[config.mk]
export PLATFORM = sky130hd
export DESIGN_NAME = mem_stage_flat
export DESIGN_NICKNAME = d
export VERILOG_FILES = /design/src/rtl/mem_stage_pkg.sv /design/src/rtl/mem_stage_if.sv /design/src/rtl/mem_stage_align.sv /design/src/rtl/mem_stage.sv /design/src/flat_wrapper.sv
export SDC_FILE = /design/constraint.sdc
export NUM_CORES = 1
export LEC_CHECK = 0
export BUFFER_PORTS_ARGS = -buffer_cell sky130_fd_sc_hd__buf_2
export CORE_MARGIN = 2
export CORE_UTILIZATION = 51
export DETAILED_ROUTE_END_ITERATION = 12
export PLACE_DENSITY_LB_ADDON = 0.2
export SLEW_MARGIN = 10
export SYNTH_ARGS = -nofsm -noshare
export SYNTH_HDL_FRONTEND = slang
export SYNTH_HIERARCHICAL = 1
export SYNTH_SLANG_ARGS = --single-unit
[constraint.sdc]
create_clock -name clk -period 3 [get_ports clk]
set_input_delay 0.6 -clock clk [delete_from_list [all_inputs] [get_ports clk]]
set_output_delay 0.6 -clock clk [all_outputs]
set_load 0.01 [all_outputs]
[src/rtl/mem_stage_pkg.sv]
// Shared definitions for the MEM pipeline stage: funct3 size codes, FSM
// encoding and MEM/WB bundle widths.
package mem_stage_pkg;

  localparam int XLEN  = 32;
  localparam int RF_AW = 5;

  // funct3[1:0] selects access size; funct3[2] selects zero-extension on loads
  localparam logic [1:0] F3_B = 2'b00;
  localparam logic [1:0] F3_H = 2'b01;
  localparam logic [1:0] F3_W = 2'b10;

  typedef enum logic [1:0] {
    ST_IDLE = 2'd0,
    ST_REQ  = 2'd1,
    ST_WAIT = 2'd2
  } state_t;

  typedef enum logic [1:0] {
    SZ_B = 2'd0,
    SZ_H = 2'd1,
    SZ_W = 2'd2
  } size_t;

  // Reserved encodings fall through to word size.
  function automatic size_t size_of(input logic [2:0] funct3);
    case (funct3[1:0])
      F3_B:    size_of = SZ_B;
      F3_H:    size_of = SZ_H;
      F3_W:    size_of = SZ_W;
      default: size_of = SZ_W;
    endcase
  endfunction

endpackage

[src/rtl/mem_stage_if.sv]
// Data-memory port with req/gnt/rvalid handshake.
interface mem_stage_if;
  import mem_stage_pkg::*;

  logic            req;
  logic            we;
  logic [XLEN-1:0] addr;
  logic [3:0]      be;
  logic [XLEN-1:0] wdata;
  logic            gnt;
  logic            rvalid;
  logic [XLEN-1:0] rdata;

  modport master (output req, we, addr, be, wdata, input gnt, rvalid, rdata);
  modport slave  (input req, we, addr, be, wdata, output gnt, rvalid, rdata);
endinterface

[src/rtl/mem_stage_align.sv]
// Combinational store lane/byte-enable generation, misalign check and
// load byte/half extraction with sign or zero extension.
module mem_align
  import mem_stage_pkg::*;
(
  input  logic [1:0]      addr_lo,
  input  logic [2:0]      funct3,
  input  logic [XLEN-1:0] store_data,
  output logic [3:0]      be,
  output logic [XLEN-1:0] wdata,
  output logic            misalign,
  input  logic [1:0]      ld_offset,
  input  logic [2:0]      ld_funct3,
  input  logic [XLEN-1:0] rdata,
  output logic [XLEN-1:0] load_data
);

  size_t      st_size;
  size_t      ld_size;
  logic [7:0]  ld_byte;
  logic [15:0] ld_half;

  always_comb begin
    st_size  = size_of(funct3);
    be       = 4'b0000;
    wdata    = '0;
    misalign = 1'b0;
    case (st_size)
      SZ_B: begin
        be    = 4'b0001 << addr_lo;
        wdata = {4{store_data[7:0]}};
      end
      SZ_H: begin
        be       = 4'b0011 << addr_lo;
        wdata    = {2{store_data[15:0]}};
        misalign = addr_lo[0];
      end
      default: begin
        be       = 4'b1111;
        wdata    = store_data;
        misalign = |addr_lo;
      end
    endcase
  end

  always_comb begin
    ld_size = size_of(ld_funct3);
    ld_byte = rdata[{ld_offset, 3'b000} +: 8];
    ld_half = ld_offset[1] ? rdata[31:16] : rdata[15:0];
    case (ld_size)
      SZ_B:    load_data = ld_funct3[2] ? {24'b0, ld_byte} : {{24{ld_byte[7]}}, ld_byte};
      SZ_H:    load_data = ld_funct3[2] ? {16'b0, ld_half} : {{16{ld_half[15]}}, ld_half};
      default: load_data = rdata;
    endcase
  end

endmodule

[src/rtl/mem_stage.sv]
// MEM pipeline stage: registers EX results, runs loads/stores on the data-memory
// port, stalls upstream while an access is outstanding, and drives MEM/WB.
//
//   state   | meaning
//   IDLE    | accept EX; ALU ops and misaligned accesses retire next cycle
//   REQ     | dmem_req high from holding regs until gnt (or timeout)
//   WAIT    | load granted, waiting for rvalid (or timeout)
module mem_stage
  import mem_stage_pkg::*;
#(
  parameter int TIMEOUT = 16
) (
  input  logic              clk,
  input  logic              rst_n,
  input  logic              ex_valid,
  input  logic [XLEN-1:0]   ex_alu_result,
  input  logic [XLEN-1:0]   ex_rs2_data,
  input  logic [XLEN-1:0]   ex_pc_plus4,
  input  logic              ex_mem_read,
  input  logic              ex_mem_write,
  input  logic [2:0]        ex_funct3,
  input  logic [RF_AW-1:0]  ex_rd,
  input  logic              ex_reg_write,
  input  logic              ex_link,
  output logic              mem_stall,
  mem_stage_if.master       dmem,
  output logic              wb_valid,
  output logic              wb_reg_write,
  output logic [RF_AW-1:0]  wb_rd,
  output logic [XLEN-1:0]   wb_data,
  output logic              wb_misalign,
  output logic              wb_bus_err
);

  localparam int CW = $clog2(TIMEOUT);

  state_t            state, state_n;
  logic [CW-1:0]     cnt, cnt_n;
  logic              h_we, h_rw;
  logic [XLEN-3:0]   h_word;
  logic [1:0]        h_off;
  logic [3:0]        h_be;
  logic [XLEN-1:0]   h_wdata;
  logic [2:0]        h_funct3;
  logic [RF_AW-1:0]  h_rd;

  logic [3:0]        a_be;
  logic [XLEN-1:0]   a_wdata, ld_data;
  logic              a_misalign, mem_op, timed_out, capture;
  logic              wb_fire, wb_rw_n, wb_mis_n, wb_err_n;
  logic [RF_AW-1:0]  wb_rd_n;
  logic [XLEN-1:0]   wb_data_n;

  mem_align u_align (
    .addr_lo    (ex_alu_result[1:0]),
    .funct3     (ex_funct3),
    .store_data (ex_rs2_data),
    .be         (a_be),
    .wdata      (a_wdata),
    .misalign   (a_misalign),
    .ld_offset  (h_off),
    .ld_funct3  (h_funct3),
    .rdata      (dmem.rdata),
    .load_data  (ld_data)
  );

  assign mem_op    = ex_mem_read | ex_mem_write;
  assign timed_out = (cnt == CW'(TIMEOUT - 1));

  // Bus outputs are gated by REQ so they read as zero in reset and when idle.
  assign dmem.req   = (state == ST_REQ);
  assign dmem.we    = dmem.req & h_we;
  assign dmem.addr  = dmem.req ? {h_word, 2'b00} : '0;
  assign dmem.be    = dmem.req ? h_be : 4'b0000;
  assign dmem.wdata = dmem.req ? h_wdata : '0;

  always_comb begin
    state_n   = state;
    capture   = 1'b0;
    mem_stall = 1'b0;
    wb_fire   = 1'b0;
    wb_rw_n   = wb_reg_write;
    wb_rd_n   = wb_rd;
    wb_data_n = wb_data;
    wb_mis_n  = wb_misalign;
    wb_err_n  = wb_bus_err;
    case (state)
      ST_IDLE: begin
        if (ex_valid) begin
          if (mem_op && !a_misalign) begin
            capture   = 1'b1;
            mem_stall = 1'b1;
            state_n   = ST_REQ;
          end else begin
            wb_fire   = 1'b1;
            wb_rd_n   = ex_rd;
            wb_data_n = ex_link ? ex_pc_plus4 : ex_alu_result;
            wb_mis_n  = mem_op;
            wb_err_n  = 1'b0;
            wb_rw_n   = !mem_op && ex_reg_write && (ex_rd != '0);
          end
        end
      end
      ST_REQ: begin
        mem_stall = 1'b1;
        if (dmem.gnt) begin
          if (h_we) begin
            wb_fire  = 1'b1;
            wb_rw_n  = 1'b0;
            wb_rd_n  = h_rd;
            wb_mis_n = 1'b0;
            wb_err_n = 1'b0;
            state_n  = ST_IDLE;
          end else begin
            state_n = ST_WAIT;
          end
        end else if (timed_out) begin
          wb_fire  = 1'b1;
          wb_rw_n  = 1'b0;
          wb_rd_n  = h_rd;
          wb_mis_n = 1'b0;
          wb_err_n = 1'b1;
          state_n  = ST_IDLE;
        end
      end
      ST_WAIT: begin
        mem_stall = 1'b1;
        wb_rd_n   = h_rd;
        wb_mis_n  = 1'b0;
        if (dmem.rvalid) begin
          wb_fire   = 1'b1;
          wb_rw_n   = h_rw && (h_rd != '0);
          wb_data_n = ld_data;
          wb_err_n  = 1'b0;
          state_n   = ST_IDLE;
        end else if (timed_out) begin
          wb_fire  = 1'b1;
          wb_rw_n  = 1'b0;
          wb_err_n = 1'b1;
          state_n  = ST_IDLE;
        end
      end
      default: state_n = ST_IDLE;
    endcase

    if (state_n != state || state == ST_IDLE) cnt_n = '0;
    else                                      cnt_n = cnt + CW'(1);
  end

  always_ff @(posedge clk or negedge rst_n) begin
    if (!rst_n) begin
      state <= ST_IDLE;
      cnt   <= '0;
    end else begin
      state <= state_n;
      cnt   <= cnt_n;
    end
  end

  always_ff @(posedge clk or negedge rst_n) begin
    if (!rst_n) begin
      h_we     <= 1'b0;
      h_rw     <= 1'b0;
      h_word   <= '0;
      h_off    <= 2'b00;
      h_be     <= 4'b0000;
      h_wdata  <= '0;
      h_funct3 <= 3'b000;
      h_rd     <= '0;
    end else if (capture) begin
      h_we     <= ex_mem_write;
      h_rw     <= ex_reg_write;
      h_word   <= ex_alu_result[XLEN-1:2];
      h_off    <= ex_alu_result[1:0];
      h_be     <= a_be;
      h_wdata  <= a_wdata;
      h_funct3 <= ex_funct3;
      h_rd     <= ex_rd;
    end
  end

  always_ff @(posedge clk or negedge rst_n) begin
    if (!rst_n) begin
      wb_valid     <= 1'b0;
      wb_reg_write <= 1'b0;
      wb_rd        <= '0;
      wb_data      <= '0;
      wb_misalign  <= 1'b0;
      wb_bus_err   <= 1'b0;
    end else begin
      wb_valid <= wb_fire;
      if (wb_fire) begin
        wb_reg_write <= wb_rw_n;
        wb_rd        <= wb_rd_n;
        wb_data      <= wb_data_n;
        wb_misalign  <= wb_mis_n;
        wb_bus_err   <= wb_err_n;
      end
    end
  end

endmodule

[src/flat_wrapper.sv]
// flat-port wrapper written by rule: the top's interface ports become plain ports
module mem_stage_flat import mem_stage_pkg::*;
#(
  parameter int TIMEOUT = 16
)
  (clk, rst_n, ex_valid, ex_alu_result, ex_rs2_data, ex_pc_plus4, ex_mem_read, ex_mem_write, ex_funct3, ex_rd, ex_reg_write, ex_link, mem_stall, wb_valid, wb_reg_write, wb_rd, wb_data, wb_misalign, wb_bus_err, dmem_req, dmem_we, dmem_addr, dmem_be, dmem_wdata, dmem_gnt, dmem_rvalid, dmem_rdata);
  mem_stage_if dmem_i ();
  input  logic clk;
  input  logic rst_n;
  input  logic ex_valid;
  input  logic [XLEN-1:0] ex_alu_result;
  input  logic [XLEN-1:0] ex_rs2_data;
  input  logic [XLEN-1:0] ex_pc_plus4;
  input  logic ex_mem_read;
  input  logic ex_mem_write;
  input  logic [2:0] ex_funct3;
  input  logic [RF_AW-1:0] ex_rd;
  input  logic ex_reg_write;
  input  logic ex_link;
  output logic mem_stall;
  output logic wb_valid;
  output logic wb_reg_write;
  output logic [RF_AW-1:0] wb_rd;
  output logic [XLEN-1:0] wb_data;
  output logic wb_misalign;
  output logic wb_bus_err;
  output wire logic [$bits(dmem_i.req)-1:0] dmem_req;
  output wire logic [$bits(dmem_i.we)-1:0] dmem_we;
  output wire logic [$bits(dmem_i.addr)-1:0] dmem_addr;
  output wire logic [$bits(dmem_i.be)-1:0] dmem_be;
  output wire logic [$bits(dmem_i.wdata)-1:0] dmem_wdata;
  input wire logic [$bits(dmem_i.gnt)-1:0] dmem_gnt;
  input wire logic [$bits(dmem_i.rvalid)-1:0] dmem_rvalid;
  input wire logic [$bits(dmem_i.rdata)-1:0] dmem_rdata;
  assign dmem_req = dmem_i.req;
  assign dmem_we = dmem_i.we;
  assign dmem_addr = dmem_i.addr;
  assign dmem_be = dmem_i.be;
  assign dmem_wdata = dmem_i.wdata;
  assign dmem_i.gnt = dmem_gnt;
  assign dmem_i.rvalid = dmem_rvalid;
  assign dmem_i.rdata = dmem_rdata;
  mem_stage #(.TIMEOUT(TIMEOUT)) u_core (.clk(clk), .rst_n(rst_n), .ex_valid(ex_valid), .ex_alu_result(ex_alu_result), .ex_rs2_data(ex_rs2_data), .ex_pc_plus4(ex_pc_plus4), .ex_mem_read(ex_mem_read), .ex_mem_write(ex_mem_write), .ex_funct3(ex_funct3), .ex_rd(ex_rd), .ex_reg_write(ex_reg_write), .ex_link(ex_link), .mem_stall(mem_stall), .dmem(dmem_i), .wb_valid(wb_valid), .wb_reg_write(wb_reg_write), .wb_rd(wb_rd), .wb_data(wb_data), .wb_misalign(wb_misalign), .wb_bus_err(wb_bus_err));
endmodule
==> flow_summary.toml <==
[run_status]
status = "finished clean"

[logic_synthesis]
ys_warn_count = 6
synth_xor_xnor_area_share = 0.00241
synth_top_area_share = 0.431
synth_edf_count = 0
synth_top_flop_cell = "dfrtp_1"
synth-seq-cells = 125
avgSynthCellArea_um2 = 10.3
synthTopCellsByArea = "dfrtp_1 (43%), mux2_2 (17%), mux2i_1 (6.6%), and2_1 (6.0%), nand2_1 (3.5%)"
yosysUniqueCellTypes = 57
synth_compound_area_frac = 0.129
muxShareOfSynthArea = 0.237
synth_common_cells = "dfrtp_1 (125), mux2_2 (107), and2_1 (70), nand2_1 (68), mux2i_1 (48)"
seq_area_frac_synth = 0.431
synthArstFlopShare = 1.00
netlist_area_um2 = 7260
synthCells = 706
yosysMostFrequentCell = "dfrtp_1"
yosys.area_share.adder = 0.00862
synth_top_family_by_area = "multiplexers"
synth_largest_area_cell = "dfrtp_1"
synth-simple-area-share = 0.143

[clocking]
h-tree-depth = 4
cts_num_sinks = 125
cts_made_buffers = 17
cts.clk_slew.worst_paths_ps = 60
cts-root-buf = "clkbuf_16"
clkLatencyLatePin_ps = 410
cts_tree = "done"
hold_buffers = 0
clk_path_buf_depth = 2

[sta]
final_max_slew_viol_count = 0
finClkSkew_ps = 9.14
post-route-period-util = 0.895
fmax_mhz = 373
setup_viol = 0
rsz0062_at_grt = "no"
slew_headroom = 0.466
tns_ps = 0
period_minus_slack_ps = 2680
holdWs_ps = 192
finalHoldViolations = 0
tightest_slew_ps = 801

[setup_path]
crit_path_end_kind = "output port"
critical_path_required_ps = 2400
worstSetupStartpointType = "flip-flop"
critPathKind = "reg2out"
cp_max_fo = 49
worst-endpoint-arrival_ps = 2080

[power_and_ir_drop]
p_leak_nw = 4.57
vdd_drop_max_v = 0.000545
powerDensity_nw_per_um2 = 943

[detailed_routing]
ant_nets = 0
wirelength_um = 19500
wl_per_cell_um = 17.3
routed_via_density = 5.44
vias = 6140
drtIter0Drc = 448
drc = 0
drt_pre_antenna_iters = 5

[die]
row_count = 43
pin_count = 257
die_area_um2 = 15200
start_util = 0.523
die_h_um = 123
die_w_um = 123
core_um2 = 13900

[global_routing]
grt-ovfl-total = 0
grt_pass1_vias = 5869
grt_pass1_wl_um = 29900
gr-usage-all-layers = 0.258
grt_max_degree = 68
antenna_found_initial = 0

[placement]
place_hpwl_um = 14100
port_buffers = 254
place_congestion = 0.855

[layout]
antenna_cells = 0
final_nets = 1086
layout-drive-gt1-share = 0.456
area_growth_pct = 27.0

[hold_path]
hp-class = "in2async"

[flow_run]
drv_cap = 0
## cell type report
cell class                 count  area [um^2]
clock buffer                  25          485
clock inverter                 7          110
fill                        1162         4670
inverter                      10         37.5
multi-input combinational    513         3800
sequential                   125         3130
tap                          180          225
timing repair buffer         269         1430
## critical path: stages (launching register included)
cell and delay, ps:
dfrtp_1 420, inv_1 140, ha_2 440, buf_6 340, and2_1 180, buf_2 140
## power breakdown
part	switching, W	internal [W]
Sequential	0.000463	0.00250
Clock	0.000713	0.00137
Combinational	0.00192	0.00173
## placed cells by master (no fill, tap or decap), types with 2 or more instances in the layout
master / Yosys / layout
buf_6: 3 / 2
and2_1: 70 / 70
conb_1: 1 / 2
clkbuf_16: 0 / 17
mux2i_1: 48 / 48
nor2_1: 47 / 47
a22o_1: 8 / 8
clkbuf_8: 0 / 3
buf_4: 10 / 11
mux2_2: 107 / 107
o21ai_1: 3 / 3
a21oi_1: 36 / 36
or4_1: 2 / 2
o21ai_0: 47 / 47
buf_2: 21 / 253
o21bai_1: 2 / 2
clkinv_2: 0 / 4
nand3_1: 2 / 2
o21ai_2: 11 / 11
nor2b_1: 3 / 3
nand2b_1: 4 / 4
ha_1: 5 / 3
a221o_1: 10 / 10
buf_12: 0 / 3
clkbuf_1: 23 / 5
ha_2: 0 / 2
o221a_2: 5 / 5
nand2_1: 68 / 68
bufinv_16: 0 / 3
a211oi_1: 2 / 2
dfrtp_1: 125 / 125
inv_1: 9 / 9
nor4b_1: 2 / 2
a22oi_1: 2 / 2
## per-stage QoR
stage                      util  power, W  setup slack, ps  instances  area (um^2)
final                     0.664   0.00869              316       1129         9220
after global routing      0.664   0.00927              129       1129         9220
after CTS                 0.664   0.00876              159       1129         9210
after detailed placement  0.621   0.00664              429       1097         8620
after global placement    0.621   0.00655              492       1097         8620
after floorplan               -   0.00542              277        707         7260
## timing repair
item | 4_1_cts | 5_1_grt
buffers inserted | 0 | 0
gates resized for setup | 0 | 1
endpoints found under the setup margin | 0 | 1
## worst paths after layout
| check | startpoint | to | slack [ps] | depth (start not counted) |
|---|---|---|---|---|
| min | rst_n | u_core/h_word[27]$_DFFE_PN0P_ | 190 | 1 |
| min reg2reg | u_core/cnt[0]$_DFF_PN0_ | u_core/cnt[0]$_DFF_PN0_ | 470 | 1 |
| max | u_core/state[1]$_DFF_PN0_ | dmem_be[3] | 320 | 5 |
| max in group asynchronous | rst_n | u_core/wb_data[9]$_DFFE_PN0P_ | 2040 | 2 |
| max reg2reg | u_core/state[1]$_DFF_PN0_ | u_core/wb_rd[0]$_DFFE_PN0P_ | 420 | 7 |
| min in group clk | ex_funct3[2] | u_core/h_funct3[2]$_DFFE_PN0P_ | 430 | 2 |
## cell families (layout without fill, tap and decap cells)
kind of cell / after synthesis / in the layout
AOI/OAI and AO/OA: 139 / 139
xor gates and xnor gates: 2 / 2
adders and majority gates: 5 / 5
buffers and inverters: 69 / 311
DFF: 125 / 125
muxes: 157 / 157
other: 1 / 2
and+or+nand+nor: 208 / 208
## sequential cells by signal (all words and copies together) (netlist names), 2 cells and up
signal	cells
u_core/cnt	4
u_core/h_be	4
u_core/h_word	30
u_core/h_funct3	3
u_core/h_off	2
u_core/wb_rd	5
u_core/h_rd	5
u_core/h_wdata	32
u_core/state	2
u_core/wb_data	32
## routing by layer
metal | track usage | part of all wire | vias to the layer above
met4 | 0.0838 | 0.019 | 0
li1 | - | - | 2946
met3 | 0.0886 | 0.083 | 26
met5 | 0 | 0 | -
met2 | 0.427 | 0.48 | 241
met1 | 0.315 | 0.41 | 2927
Power figures use the tool's default switching activity.
